[src/rtl/if_stage.sv]
// Instruction-fetch stage: architectural PC plus the IF/ID pipeline register.
// Optional macro IF_MISALIGN_CHECK_EN adds a sticky misaligned-redirect flag (misalign_f).
module if_stage #(
  parameter logic [31:0] RESET_PC  = 32'h0000_0000,
  parameter logic [31:0] NOP_INSTR = 32'h0000_0013
) (
  input  logic        clk,
  input  logic        reset,
  input  logic        stall_f,
  input  logic        stall_d,
  input  logic        flush_d,
  input  logic        redirect,
  input  logic [31:0] redirect_pc,
  output logic [31:0] imem_addr,
  input  logic [31:0] imem_rdata,
  output logic [31:0] pc_f,
  output logic [31:0] instr_d,
  output logic [31:0] pc_d,
  output logic [31:0] pcplus4_d,
  output logic        valid_d
`ifdef IF_MISALIGN_CHECK_EN
  ,
  output logic        misalign_f
`endif
);

  logic [31:0] pcplus4_f;
  logic [31:0] redirect_tgt;
  logic [31:0] pc_next;

  assign pcplus4_f = pc_f + 32'd4;
  assign imem_addr = pc_f;

`ifdef IF_MISALIGN_CHECK_EN
  assign redirect_tgt = {redirect_pc[31:2], 2'b00};
`else
  assign redirect_tgt = redirect_pc;
`endif

  // Redirect wins over a fetch stall so a resolved branch is never lost.
  always_comb begin
    pc_next = pcplus4_f;
    if (redirect) begin
      pc_next = redirect_tgt;
    end else if (stall_f) begin
      pc_next = pc_f;
    end
  end

  // ---- IF stage: PC register ----
  always_ff @(posedge clk or negedge reset) begin
    if (!reset) begin
      pc_f <= RESET_PC;
    end else begin
      pc_f <= pc_next;
    end
  end

  // ---- IF/ID boundary: the word fetched in a redirect cycle is wrong-path ----
  always_ff @(posedge clk or negedge reset) begin
    if (!reset) begin
      instr_d   <= NOP_INSTR;
      pc_d      <= 32'd0;
      pcplus4_d <= 32'd0;
      valid_d   <= 1'b0;
    end else if (flush_d || redirect) begin
      instr_d   <= NOP_INSTR;
      pc_d      <= 32'd0;
      pcplus4_d <= 32'd0;
      valid_d   <= 1'b0;
    end else if (!stall_d) begin
      instr_d   <= imem_rdata;
      pc_d      <= pc_f;
      pcplus4_d <= pcplus4_f;
      valid_d   <= 1'b1;
    end
  end

`ifdef IF_MISALIGN_CHECK_EN
  always_ff @(posedge clk or negedge reset) begin
    if (!reset) begin
      misalign_f <= 1'b0;
    end else if (redirect && (redirect_pc[1:0] != 2'b00)) begin
      misalign_f <= 1'b1;
    end
  end
`endif

endmodule
[config.mk]
export PLATFORM = sky130hd
export DESIGN_NAME = if_stage
export DESIGN_NICKNAME = d
export VERILOG_FILES = /design/src/rtl/if_stage.sv
export SDC_FILE = /design/constraint.sdc
export NUM_CORES = 1
export LEC_CHECK = 0
export ABC_AREA = 1
export CORE_AREA = 2 2 115 117
export CTS_CLUSTER_DIAMETER = 50
export DETAILED_ROUTE_END_ITERATION = 16
export DIE_AREA = 0 0 117 119
export PLACE_DENSITY = 0.95
export SYNTH_ARGS = -nofsm -noshare
export SYNTH_HDL_FRONTEND = slang
export SYNTH_SLANG_ARGS = --single-unit
export TNS_END_PERCENT = 5
[constraint.sdc]
create_clock -name clk -period 2.3 [get_ports clk]
set_input_delay 0.575 -clock clk [delete_from_list [all_inputs] [get_ports clk]]
set_output_delay 0.575 -clock clk [all_outputs]
set_load 0.02 [all_outputs]
==> run summary <==
The peak ir drop on the vdd network came out at 565.7 uV. In this run the post-CTS setup repair buffer count came out at 0. The critical path goes through clkdlybuf4s50_1. The number of buffers inserted during clock tree synthesis came out at 17. On the critical path the largest part of the delay comes from buffers and inverters. The count of cells along the worst register-to-register path came out at 10. For this run, design rule violations remaining after detail routing come to 0. The share of flip-flops with an asynchronous set or reset after synthesis is 1.000. TritonCTS built the clock tree. The register bit count reported by yosys is 127.

The number of hold violations in the final report was 0. The global placer's final weighted congestion is 0.8469. The power density over the cells came out at 708.3 nW/um^2. The final setup TNS is 0 ns.

The final-report max-slew violation count was 0. The number of different library cells in the post-synthesis netlist came out at 27. The count of final setup violators came out at 0.

The via count came out at 5565. The floorplan step defined a die boundary enclosing 13920 sq um. The mean instance size in the synthesized netlist is 8.564 sq um.

The core footprint is 12870 sq um. The slowest stage of the critical path belongs to the cell clkdlybuf4s50_1. The first detailed-routing pass ran for 6 iterations. Counting tap cells, the placed design contains a total of 1054 instances. The initial antenna violation count came to 0. Prior to clock tree synthesis, the placed netlist has a worst setup slack of -0.03065 ns. The number of buffers between clock root and the deepest sink is 2. The number of clock sinks came out at 127. The combined buffer and inverter count along the critical path came out at 1.

The measured slew at the worst slew-check pin came out at 0.7399 ns. Dividing the final minimum period by the clock period gives 0.9430. The port buffer count is 230. The depth of the CTS H-tree is 4. The later pin in the worst-skew pair is clocked with a latency of 0.41 ns. The largest net degree at the start of global routing came out at 76. The clock-pin transition on the worst setup and hold timing paths is 0.06 ns. The final critical delay including setup and external delays came out at 2.169 ns. After detailed routing, the total wire length is 18.48 mm. STA classifies the critical path endpoint as an output pin.

Setup repair after global routing left no endpoint under its margin. The first global-routing pass estimated 28.23 mm of wire. The global routing usage summed across all routing layers came out at 0.2643.

For this configuration, the core starts out at a cell density of 0.4656. The setup slack on the worst flop-to-flop path came out at 0.47 ns. The number of warnings reported in the yosys synthesis log is 0. In the synthesized netlist the dominant register cell turns out to be dfrtp_1. The number of global-route vias before repair came out at 5584. Measured along the y axis, the die boundary spans 119 um. By startpoint and endpoint, the worst setup path is classified as reg -> out. The max-cap check violation count is 0. STA classifies the critical path startpoint as a flop. The number of cells in the finished layout apart from fillers came out at 1087. Measured along the x axis, the die boundary spans 117 um. The DRC violation total after the first TritonRoute iteration came out at 532. The fraction of final layout cells with drive strength greater than 1 came out at 0.07355. In this run, synthesis inferred 0 flip-flops with an integrated enable. The total congestion overflow is 0. The number of cells on the critical path is 1. The layout has 945 filler cells. After technology mapping, the gate count stands at 700. The maximum cell stage delay along the critical path came out at 0.67 ns.

After detailed routing, the average wire length per cell comes to 17.00 um. The min-delay analysis places its worst path in the category reg -> reg. The number of diodes is 0. The final critical-path setup slack is 0.1311 ns. The proportion of synthesized chip area in sequential cells came out at 0.5308. The ratio of routed vias to standard cells came out at 5.120. Clock tree synthesis selected as its root buffer the cell clkbuf_16. Measured against its own limit, the worst slew margin works out to 0.5060. The total half-perimeter wirelength after legalization and detailed placement is 13.21 mm. The net count after synthesis is 771.

The synthesis-to-layout area growth is 47.80%. Across the routed clock network, the largest skew measured is 0.008670 ns. Along the worst path, the maximum fanout reaches 6.

After floorplanning, the core was divided into 42 placement rows. The leakage power figure is 4.063 nW. The mapped cell area is 5994 sq um. The count of boundary I/O pins came out at 231.

The flow ran to the end, and the final reports show no timing, DRC or antenna violations. The required time at the endpoint of the critical path is 1.73 ns. The number of cells traversed by the worst hold path is 2. The remaining antenna violation count after routing is 0. Data on the critical path arrives at its endpoint at 1.59 ns. The final layout net count is 969. Static timing analysis puts the maximum clock frequency at 0.4611 GHz.
## registers in the layout, summed over array words and instances (netlist names)
| name | cells |
|---|---|
| pc_d | 32 |
| instr_d | 32 |
| imem_addr | 32 |
| pcplus4_d | 30 |
| valid_d | 1 |
## kinds of logic after synthesis
logic type      share of synthesized area
flops                              0.5308
xor+xnor                          0.02171
fa+ha+maj                        0.002087
compound gates                     0.1192
buf+inv                            0.1071
simple gates                       0.2192
## placed cells by master, fill, tap and decap left out
cell | synthesis | final
o21bai_1 | 4 | 4
xor2_2 | 1 | 1
nor2_2 | 4 | 5
xor2_1 | 12 | 12
nand2_4 | 1 | 1
o211ai_1 | 2 | 2
bufinv_16 | 0 | 2
buf_4 | 37 | 6
inv_6 | 0 | 1
inv_2 | 2 | 2
nand2_2 | 3 | 3
dfrtp_1 | 124 | 124
nand3_1 | 24 | 24
dfstp_2 | 3 | 3
o21ai_0 | 65 | 65
o21ai_1 | 4 | 4
and2_1 | 2 | 2
buf_12 | 0 | 5
clkinv_4 | 0 | 3
o221ai_1 | 3 | 3
nor2_4 | 8 | 9
dlygate4sd3_1 | 0 | 1
clkinv_2 | 0 | 5
xnor2_1 | 1 | 1
clkbuf_16 | 0 | 17
clkbuf_8 | 0 | 1
inv_1 | 64 | 64
clkdlybuf4s50_1 | 0 | 229
clkinvlp_4 | 0 | 3
o22a_1 | 3 | 3
nor2_1 | 34 | 32
nand2_1 | 242 | 242
a22o_1 | 31 | 31
ha_1 | 1 | 1
## Yosys cell counts, types with 4 or more instances
| cell | instances | share of area |
|---|---|---|
| nand2_1 | 242 | 0.15 |
| dfrtp_1 | 124 | 0.52 |
| o21ai_0 | 65 | 0.054 |
| inv_1 | 64 | 0.040 |
| buf_4 | 37 | 0.046 |
| nor2_1 | 34 | 0.021 |
| a22o_1 | 31 | 0.045 |
| nand3_1 | 24 | 0.020 |
| buf_2 | 18 | 0.015 |
| xor2_1 | 12 | 0.018 |
| nor2_4 | 8 | 0.015 |
| clkbuf_1 | 5 | 0.0031 |
| nor2_2 | 4 | 0.0042 |
| o21ai_1 | 4 | 0.0033 |
| o21bai_1 | 4 | 0.0050 |
## layout make-up
type,count,area [sq um],area share
clock buffer,18,439.2,0.04957
clock inverter,14,142.6,0.01610
inverter,66,247.7,0.02796
multi-input combinational,445,2181,0.2462
sequential,127,3182,0.3591
tap,176,220.2,0.02486
timing repair buffer,241,2447,0.2762
## routing by layer
layer | share of wire | global-route usage | vias to the layer above | wire length [um]
met4 | 0.021 | 0.08897 | 0 | 385
li1 | - | - | 2584 | -
met3 | 0.090 | 0.07939 | 35 | 1667
met2 | 0.50 | 0.4454 | 280 | 9203
met1 | 0.39 | 0.3207 | 2666 | 7222
met5 | 0 | 0 | - | 0
## report_power, final
group | internal (mW) | switching (mW) | total, mW
Sequential | 2.35 | 0.148 | 2.50
Combinational | 0.523 | 0.623 | 1.15
Clock | 1.62 | 1.01 | 2.63
Total | 4.49 | 1.78 | 6.28
## worst paths after layout
check,from,to
setup / recovery,imem_addr[28]$_DFFE_PN0N_,imem_addr[28]
setup reg to reg,imem_addr[3]$_DFFE_PN0N_,pcplus4_d[24]$_DFFE_PN0P_
hold / removal,pcplus4_d[17]$_DFFE_PN0P_,pcplus4_d[17]$_DFFE_PN0P_
hold reg to reg,pcplus4_d[17]$_DFFE_PN0P_,pcplus4_d[17]$_DFFE_PN0P_
max in group asynchronous,reset,imem_addr[8]$_DFFE_PN0N_
min in group asynchronous,reset,instr_d[16]$_DFFE_PN0P_
## through the flow
stage               cell area (sq um)  power, mW  utilization  hold slack, ns
floorplan                        5995      3.095            -          0.2794
global placement                 8268      3.648       0.6422          0.3891
detailed placement               8268      3.674       0.6422          0.3875
CTS                              8860      6.302       0.6881          0.4833
global route                     8860      6.490       0.6881          0.4998
finish                           8860      6.275       0.6881          0.4777
## what timing repair did
item / CTS / global route
hold buffers: 1 / 0
resized for setup: 0 / 0
hold endpoints to repair: 2 / 0
Note: power is estimated with default switching activity, not from simulation.
